<file path="config.mk">
export PLATFORM = sky130hd
export DESIGN_NAME = ltc_multi_ch_capture
export DESIGN_NICKNAME = d
export VERILOG_FILES = /design/src/rtl/ltc_multi_ch_capture.sv
export SDC_FILE = /design/constraint.sdc
export NUM_CORES = 1
export LEC_CHECK = 0
export ABC_AREA = 1
export CAP_MARGIN = 25
export CORE_AREA = 5 5 204 206
export CTS_CLUSTER_DIAMETER = 200
export DETAILED_ROUTE_END_ITERATION = 8
export DIE_AREA = 0 0 209 211
export GPL_ROUTABILITY_DRIVEN = 0
export SLEW_MARGIN = 20
export SYNTH_ARGS = -nofsm -noshare
export SYNTH_HDL_FRONTEND = slang
export SYNTH_SLANG_ARGS = --single-unit
</file>
<file path="constraint.sdc">
create_clock -name clk -period 20.9 [get_ports clk]
set_input_delay 4.18 -clock clk [delete_from_list [all_inputs] [get_ports clk]]
set_output_delay 4.18 -clock clk [all_outputs]
set_load 0.005 [all_outputs]
</file>
<file path="src/rtl/ltc_multi_ch_capture.sv">
// Multi-lane LTC ADC capture: CNV/SCK generation, per-lane deserialisation, tagged words into a FWFT FIFO.
// First word 2+CONV_CYCLES+2*DATA_W+2 cycles after CNV; whole frame dropped (overflow set) when FIFO lacks room.

module sync_fifo #(
  parameter int W     = 8,
  parameter int DEPTH = 8
) (
  input  logic                       clk,
  input  logic                       reset,
  input  logic                       wr_vld,
  input  logic [W-1:0]               wr_dat,
  output logic                       rd_vld,
  input  logic                       rd_rdy,
  output logic [W-1:0]               rd_dat,
  output logic [$clog2(DEPTH):0]     count
);
  localparam int AW = $clog2(DEPTH);

  logic [W-1:0]  mem [DEPTH];
  logic [AW-1:0] wr_ptr, rd_ptr;
  logic          wr_en, rd_en;

  assign rd_vld = (count != '0);
  assign rd_dat = mem[rd_ptr];
  assign rd_en  = rd_vld && rd_rdy;
  assign wr_en  = wr_vld && (count != (AW+1)'(DEPTH));

  always_ff @(posedge clk or posedge reset) begin
    if (reset) begin
      wr_ptr <= '0;
      rd_ptr <= '0;
      count  <= '0;
      for (int i = 0; i < DEPTH; i++) mem[i] <= '0;
    end else begin
      if (wr_en) begin
        mem[wr_ptr] <= wr_dat;
        wr_ptr      <= wr_ptr + 1'b1;
      end
      if (rd_en) rd_ptr <= rd_ptr + 1'b1;
      case ({wr_en, rd_en})
        2'b10:   count <= count + 1'b1;
        2'b01:   count <= count - 1'b1;
        default: count <= count;
      endcase
    end
  end
endmodule

module ltc_multi_ch_capture #(
  parameter int NUM_CH      = 4,
  parameter int DATA_W      = 16,
  parameter int TS_W        = 8,
  parameter int CONV_CYCLES = 45,
  parameter int FIFO_DEPTH  = 8
) (
  input  logic                     clk,
  input  logic                     reset,
  input  logic                     enable,
  input  logic [15:0]              period,
  output logic                     cnv,
  output logic                     sck,
  input  logic [NUM_CH-1:0]        sdo,
  output logic [DATA_W+TS_W+3:0]   m_data,
  output logic                     m_valid,
  input  logic                     m_ready,
  output logic                     overflow,
  input  logic                     clear_ovf,
  output logic                     busy
);
  localparam int MIN_PERIOD = 2 + CONV_CYCLES + 2*DATA_W + NUM_CH + 1;
  localparam int CW         = $clog2(FIFO_DEPTH) + 1;

  typedef enum logic [2:0] {IDLE, CNV, WAIT, SHIFT, CHECK, PUSH, HOLD} state_t;

  state_t              state, state_nxt;
  logic [15:0]         step, step_nxt;
  logic [15:0]         pcnt, eff_period;
  logic [TS_W-1:0]     frame_cnt, ts_q;
  logic [DATA_W-1:0]   shreg [NUM_CH];
  logic [DATA_W-1:0]   push_sample;
  logic [3:0]          ch_idx;
  logic [CW-1:0]       fifo_count;
  logic                frame_start, drop, push, fits;

  assign eff_period = (period < 16'(MIN_PERIOD)) ? 16'(MIN_PERIOD) : period;
  assign fits       = (FIFO_DEPTH - int'(fifo_count)) >= NUM_CH;
  assign push       = (state == PUSH);
  assign ch_idx     = step[3:0];

  always_ff @(posedge clk or posedge reset) begin
    if (reset) begin
      state <= IDLE;
      step  <= '0;
    end else begin
      state <= state_nxt;
      step  <= step_nxt;
    end
  end

  always_comb begin
    state_nxt   = state;
    step_nxt    = step;
    frame_start = 1'b0;
    drop        = 1'b0;
    case (state)
      IDLE: if (enable) begin
        state_nxt   = CNV;
        step_nxt    = '0;
        frame_start = 1'b1;
      end
      CNV: if (step == 16'd1) begin
        state_nxt = WAIT;
        step_nxt  = '0;
      end else step_nxt = step + 16'd1;
      WAIT: if (step == 16'(CONV_CYCLES-1)) begin
        state_nxt = SHIFT;
        step_nxt  = '0;
      end else step_nxt = step + 16'd1;
      SHIFT: if (step == 16'(2*DATA_W-1)) begin
        state_nxt = CHECK;
        step_nxt  = '0;
      end else step_nxt = step + 16'd1;
      CHECK: begin
        step_nxt = '0;
        if (fits) state_nxt = PUSH;
        else begin
          drop      = 1'b1;
          state_nxt = HOLD;
        end
      end
      PUSH: if (step == 16'(NUM_CH-1)) begin
        step_nxt = '0;
        // A frame exactly MIN_PERIOD long has no HOLD cycle at all
        if (pcnt != '0) state_nxt = HOLD;
        else if (enable) begin
          state_nxt   = CNV;
          frame_start = 1'b1;
        end else state_nxt = IDLE;
      end else step_nxt = step + 16'd1;
      HOLD: if (pcnt == '0) begin
        step_nxt = '0;
        if (enable) begin
          state_nxt   = CNV;
          frame_start = 1'b1;
        end else state_nxt = IDLE;
      end
      default: state_nxt = IDLE;
    endcase
  end

  always_ff @(posedge clk or posedge reset) begin
    if (reset) begin
      pcnt      <= '0;
      frame_cnt <= '0;
      ts_q      <= '0;
      cnv       <= 1'b0;
      sck       <= 1'b0;
      busy      <= 1'b0;
      overflow  <= 1'b0;
      for (int c = 0; c < NUM_CH; c++) shreg[c] <= '0;
    end else begin
      cnv  <= (state_nxt == CNV);
      sck  <= (state_nxt == SHIFT) && !step_nxt[0];
      busy <= (state_nxt != IDLE);
      if (frame_start) begin
        pcnt      <= eff_period - 16'd1;
        ts_q      <= frame_cnt;
        frame_cnt <= frame_cnt + 1'b1;
      end else if (pcnt != '0) begin
        pcnt <= pcnt - 16'd1;
      end
      // Capture at the end of each sck-low half, i.e. after the falling edge
      if (state == SHIFT && step[0]) begin
        for (int c = 0; c < NUM_CH; c++) shreg[c] <= {shreg[c][DATA_W-2:0], sdo[c]};
      end
      if (drop) overflow <= 1'b1;
      else if (clear_ovf) overflow <= 1'b0;
    end
  end

  always_comb begin
    push_sample = '0;
    for (int c = 0; c < NUM_CH; c++) if (ch_idx == 4'(c)) push_sample = shreg[c];
  end

  sync_fifo #(.W(DATA_W+TS_W+4), .DEPTH(FIFO_DEPTH)) u_fifo (
    .clk    (clk),
    .reset  (reset),
    .wr_vld (push),
    .wr_dat ({ts_q, ch_idx, push_sample}),
    .rd_vld (m_valid),
    .rd_rdy (m_ready),
    .rd_dat (m_data),
    .count  (fifo_count)
  );
endmodule

</file>
# Yosys cells after proc, flatten, opt, wreduce, memory -nomap -nowiden
# Index checks and enable logic that the tools add are counted.
dict set report totals {
  regBits 353
  input_bits 25
  output_inout_bits 33
  word_cells 118
}
dict set report op_classes {
  n_addsub 9
  order_cmp 5
  eq_ne 20
  muxes 40
  bitwise_logic 2
  n_reduce_logical 17
}
# operator count
set ops {}
lappend ops {{$bwmux 224} 1}
lappend ops {{$mux 16} 13}
lappend ops {{$pmux 16 s7} 1}
lappend ops {{$bmux 28 s3} 1}
lappend ops {{$demux 28 s3} 1}
lappend ops {{$mux 28} 3}
lappend ops {{$sub 16x1->16 const B} 2}
lappend ops {{$mux 3} 7}
lappend ops {{$pmux 3 s7} 1}
lappend ops {{$add 16x1->16 const B} 1}
lappend ops {{$eq 16x1->1 const B} 1}
lappend ops {{$eq 16x2->1 const B} 1}
lappend ops {{$eq 16x5->1 const B} 1}
lappend ops {{$eq 16x6->1 const B} 1}
lappend ops {{$logic_not 16->1} 1}
lappend ops {{$lt 16x7->1 const B} 1}
lappend ops {{$reduce_bool 16->1} 1}
lappend ops {{$eq 3x2->1 const B} 3}
lappend ops {{$eq 3x3->1 const B} 3}
lappend ops {{$mux 1} 9}
lappend ops {{$add 8x1->8 const B} 1}
lappend ops {{$eq 4x2->1 const B} 2}
lappend ops {{$ge 4x4->1 const B} 2}
lappend ops {{$not 3->4} 2}
lappend ops {{24 further kinds} 33}

# Longest topological paths before layout
dict set report depth {
  depth_word 6
  ltp_mapped 17
  ltp_nobuf 16
}

# By module
# A second synthesis with hierarchy kept.
dict set report unflattened {
  cells_unflattened 2094
  area_unflattened_um2 17226.5
}
# mod instances cells_each area_each_um2 seq_area_each_um2
set modules_own_cells {}
lappend modules_own_cells {sync_fifo 1 1299 10880.4 5855.6}
lappend modules_own_cells {ltc_multi_ch_capture 1 795 6346.1 2977.9}

# Worst setup path before layout
# Ideal clock, no wire load.
dict set report synth_path {
  kind {reg-to-output}
  startpoint {register u_fifo.rd_ptr[0]}
  endpoint {output port m_data[10]}
  arrival_ns 1.480
  slack_ns 15.240
  stages_incl_launch_ff 8
  n_path_buf 2
  path_cell_list {dfrtp_1 -> inv_1 -> clkbuf_1 -> clkbuf_1 -> nor2_1 -> o22ai_1 -> nor2_1 -> a31oi_1}
}
dict set report synth_via {
  elab_chain_cells 4
}
# element line
set synth_lines {}
lappend synth_lines {{from (decl)} 20} ;# logic [AW-1:0] wr_ptr, rd_ptr;
lappend synth_lines {{from (signal assigned)} 39} ;# if (rd_en) rd_ptr <= rd_ptr + 1'b1;
lappend synth_lines {{$not 3->4 (not written as such)} 24} ;# assign rd_dat = mem[rd_ptr];
lappend synth_lines {{$bmux 28 s3} 24}
lappend synth_lines {{$mux 28 (not written as such) (2 in series)} 24}
lappend synth_lines {{to (decl)} 63} ;# output logic [DATA_W+TS_W+3:0] m_data,
# No other way between the ends. The select of a mux whose other input is x is not followed.

# Final worst setup path
dict set report layout_path {
  startpoint {register u_fifo.rd_ptr[0]}
  endpoint {output port m_data[21]}
}
# Same word-level chain as after synthesis.

==> flow_summary.toml <==
[clocking]
cts_made_buffers = 40
clk_pin_slew_worst_paths_ns = 0.06
tritoncts_clock_tree = "yes"
ctsResizeCount = 0
clkSinkCount = 353
ctsHoldBuffers = 0
clk_path_buf_depth = 3
source_to_sink_clock_delay_at_the_later_pin_of_the_worst_skew_pair_ns = 0.53
post-cts-setup-buffer-count = 0
cts_max_level = 2
clock-root-buffer = "clkbuf_16"

[grt]
number_of_global_route_vias_before_repair = 12539
grt.busiest_layer = "met2"
number_of_antenna_violations_at_the_first_check_in_global_routing = 0
global_route.overflow_total = 0
pin_count_of_the_biggest_net_entering_global_routing = 144
globalRouteMet1Util = 0.258
grt_use_met3 = 0.0244
globalRouteTotalUtil = 0.178
met2_track_utilization_from_global_routing = 0.291
grt_first_pass_wirelength_mm = 66.0

[synth]
synth-seq-cells = 353
synth.area.top_cells = "dfrtp_1 54%, o21ai_0 13%, nand2_1 9.9%"
syn-num-nets = 2043
synthesis.area_per_instance_um2 = 8.16
ys.warnings.count = 0
synth_top_area_frac = 0.540
syn-cell-area_um2 = 16400
synthDistinctLibCells = 39
syn-instance-count = 2006
synth.largest_area_cell = "dfrtp_1"
synth_sequential_area_ratio = 0.540

[sta]
final.min_clock_period_ns = 7.97
rsz0062_at_grt = "no"
maximum_achievable_frequency_ghz = 0.125
tightest_slew_ns = 1.03
worst_relative_slew_slack = 0.309
final_max_slew_violation_count = 0
tns_ns = 0
crit_share_post_route = 0.381
final-hold-violation-count = 0
setup_viol = 0
final.setup_skew_ns = 0.0198

[pwr]
peakVddDrop_mv = 0.0694
cellPowerDensity_nw_per_um2 = 101
leakage_uw = 0.00850

[hold_path]
whs_endpoint = "frame_cnt[7]$_DFFE_PP0N_"
timing.hold.worst.start = "frame_cnt[7]$_DFFE_PP0N_"
hold_path.class = "flip-flop to flip-flop"
holdPathStages = 1

[floorplanning]
io_pins = 58
number_of_placement_rows = 73
die_width_um = 209
floorplan.die.height_um = 211
design.core.area_um2 = 39500
dieArea_um2 = 44100
start_util = 0.415

[worst_setup_path]
cp_slowest_cell = "buf_4"
worstPathArrival_ns = 3.79
crit_family = "buffers and inverters"
timing.critical_path.required_ns = 16.72
timing.critical_path.cells = "inv_2 -> buf_4 -> o21ai_0 -> o22ai_1 -> nor2_1 -> a31oi_1 -> clkdlybuf4s50_1"
critical_path.startpoint_type = "flip-flop"
ff2ff_setup_slack_ns = 17.37
r2r_cell_count = 15
r2r_start = "step[0]$_DFF_PP0_"
worstReg2RegEnd = "pcnt[8]$_DFFE_PP0P_"
critical_path.n_buffers_inverters = 3
path_class = "flip-flop to output port"
path_max_fanout = 79
worst_path_largest_cell_delay_ns = 0.72
cp_endpoint_kind = "output port"

[final_layout]
final.fill_count = 3925
layout-area-overhead-vs-synth_pct = 13.8
instances_no_fill = 2558
antenna-diode-count = 0
num-nets-final = 2043
drive_gt1_frac = 0.0595

[routing]
detail_route.wl_per_cell_um = 15.6
avgViaCountPerCell = 5.19
vias = 13278
remaining_drc_errors = 0
1st_pass_router_iterations = 6
routed_wirelength_mm = 40.0
detailedRoute.firstIterationViolations = 1060
drt.antenna.violating_nets = 0

[run_status]
run_status = "finished, final reports clean"

[placement]
numPortBuffers = 57
post-dp-hpwl_mm = 24.5
place_inst = 2487

[run]
drv_cap = 0
==> routing by layer <==
metal	wire (um)	share of wire
met1	19300	0.48
met2	18500	0.46
met3	1520	0.038
met4	642	0.016
met5	0	0
==> flip-flops by register name (all words and copies together) (netlist names) <==
name / count
pcnt: 16
state: 3
cnv: 1
u_fifo.mem: 224
u_fifo.count: 4
u_fifo.wr_ptr: 3
frame_cnt: 8
overflow: 1
ts_q: 8
shreg: 64
busy: 1
sck: 1
step: 16
u_fifo.rd_ptr: 3
==> stage by stage <==
stage                     setup WS (ns)  cell area, um2  utilization  total power (uW)  hold WS [ns]
final                             12.93           18600        0.472              1880         0.472
after global routing              12.62           18600        0.472              1990         0.494
after CTS                         12.84           18600        0.471              1910         0.480
after detailed placement          12.47           17300        0.439              1220         0.468
after global placement            12.49           17200        0.437              1210         0.459
after floorplan                    6.93           16400            -              1000         0.442
==> where the power goes <==
group          internal (uW)  switching [uW]  leakage (uW)  total (uW)
sequential               692            20.5       0.00482         712
combinational            199             287       0.00305         486
clock                    410             271      0.000629         681
==> cell type report <==
cell class	count	area (um2)	share of cell area
repair buffers	80	781	0.0419
flip-flops and latches	353	8840	0.475
multi-input cells	1402	6570	0.353
clock buffers	61	1210	0.0650
clock inverters	8	70.1	0.00376
inverters	129	497	0.0267
well taps	525	657	0.0353
==> cell usage after synthesis <==
library cell  number
buf_2              3
o211a_1            1
o21ai_0          429
nand3_1           35
nor2_1           287
inv_2              3
nor2_2             4
o211ai_1          15
fa_1               1
dfrtp_1          353
o221ai_1           1
a21oi_1           30
buf_12             1
o21ai_1            1
clkbuf_1         115
nor2_4             4
inv_1            125
xnor2_1            2
a31oi_1           30
and3_1             2
buf_6              1
nand2_1          432
nor3b_1            1
ha_1              11
clkinv_1           1
or2_2              2
nand4_1           15
xor2_1            17
nor3_1            11
nand2_2           11
nand2_4            2
o22ai_1           43
nand3b_1           7
mux2_2             1
o311ai_0           1
buf_4              2
o21ai_2            3
nand3_2            1
a211oi_1           2
==> layout by cell type, fill, tap and decap left out, types with 3 or more instances in the layout <==
| cell type | count |
|---|---|
| a21oi_1 | 30 |
| a31oi_1 | 30 |
| buf_4 | 15 |
| clkbuf_1 | 9 |
| clkbuf_16 | 41 |
| clkbuf_8 | 11 |
| clkdlybuf4s50_1 | 57 |
| clkinv_2 | 5 |
| dfrtp_1 | 351 |
| ha_1 | 11 |
| inv_1 | 121 |
| inv_2 | 6 |
| nand2_1 | 431 |
| nand2_2 | 11 |
| nand3_1 | 35 |
| nand3b_1 | 7 |
| nand4_1 | 15 |
| nor2_1 | 287 |
| nor2_2 | 4 |
| nor2_4 | 4 |
| nor3_1 | 11 |
| o211ai_1 | 15 |
| o21ai_0 | 428 |
| o21ai_2 | 3 |
| o22ai_1 | 43 |
| xor2_1 | 17 |
==> logic make-up after synthesis <==
| kind of cell | synth area share |
|---|---|
| buffers and inverters | 0.0597 |
| DFF | 0.540 |
| xor gates and xnor gates | 0.0102 |
| adders and majority gates | 0.00963 |
| muxes | 0.000688 |
| and+or+nand+nor | 0.200 |
| AOI/OAI and AO/OA | 0.180 |
==> how the worst max path moves through the flow <==
stage                                       startpoint                           end  cells after the start
final                     u_fifo.rd_ptr[0]$_DFFE_PP0P_                    m_data[21]                      7
after global routing      u_fifo.rd_ptr[0]$_DFFE_PP0P_                     m_data[9]                      7
after CTS                 u_fifo.rd_ptr[0]$_DFFE_PP0P_                     m_data[9]                      7
after detailed placement                         reset  u_fifo.rd_ptr[0]$_DFFE_PP0P_                      5
after global placement                           reset  u_fifo.rd_ptr[0]$_DFFE_PP0P_                      5
after floorplan                                  reset                busy$_DFF_PP0_                      1
==> worst register-to-register path, cell delays in order (launching register included) <==
cell and delay, ns:
dfrtp_1 0.53, ha_1 0.30, nand2_2 0.38, nor2_2 0.27
nand3_1 0.11, nand2_2 0.09, nand2_4 0.14, nand2_4 0.43
nand2_2 0.10, o21ai_2 0.11, ha_1 0.25, nand2_1 0.09
nor2_1 0.27, nand2_1 0.11, xor2_1 0.15, nor2_1 0.05
(Power assumes the default switching activity.)
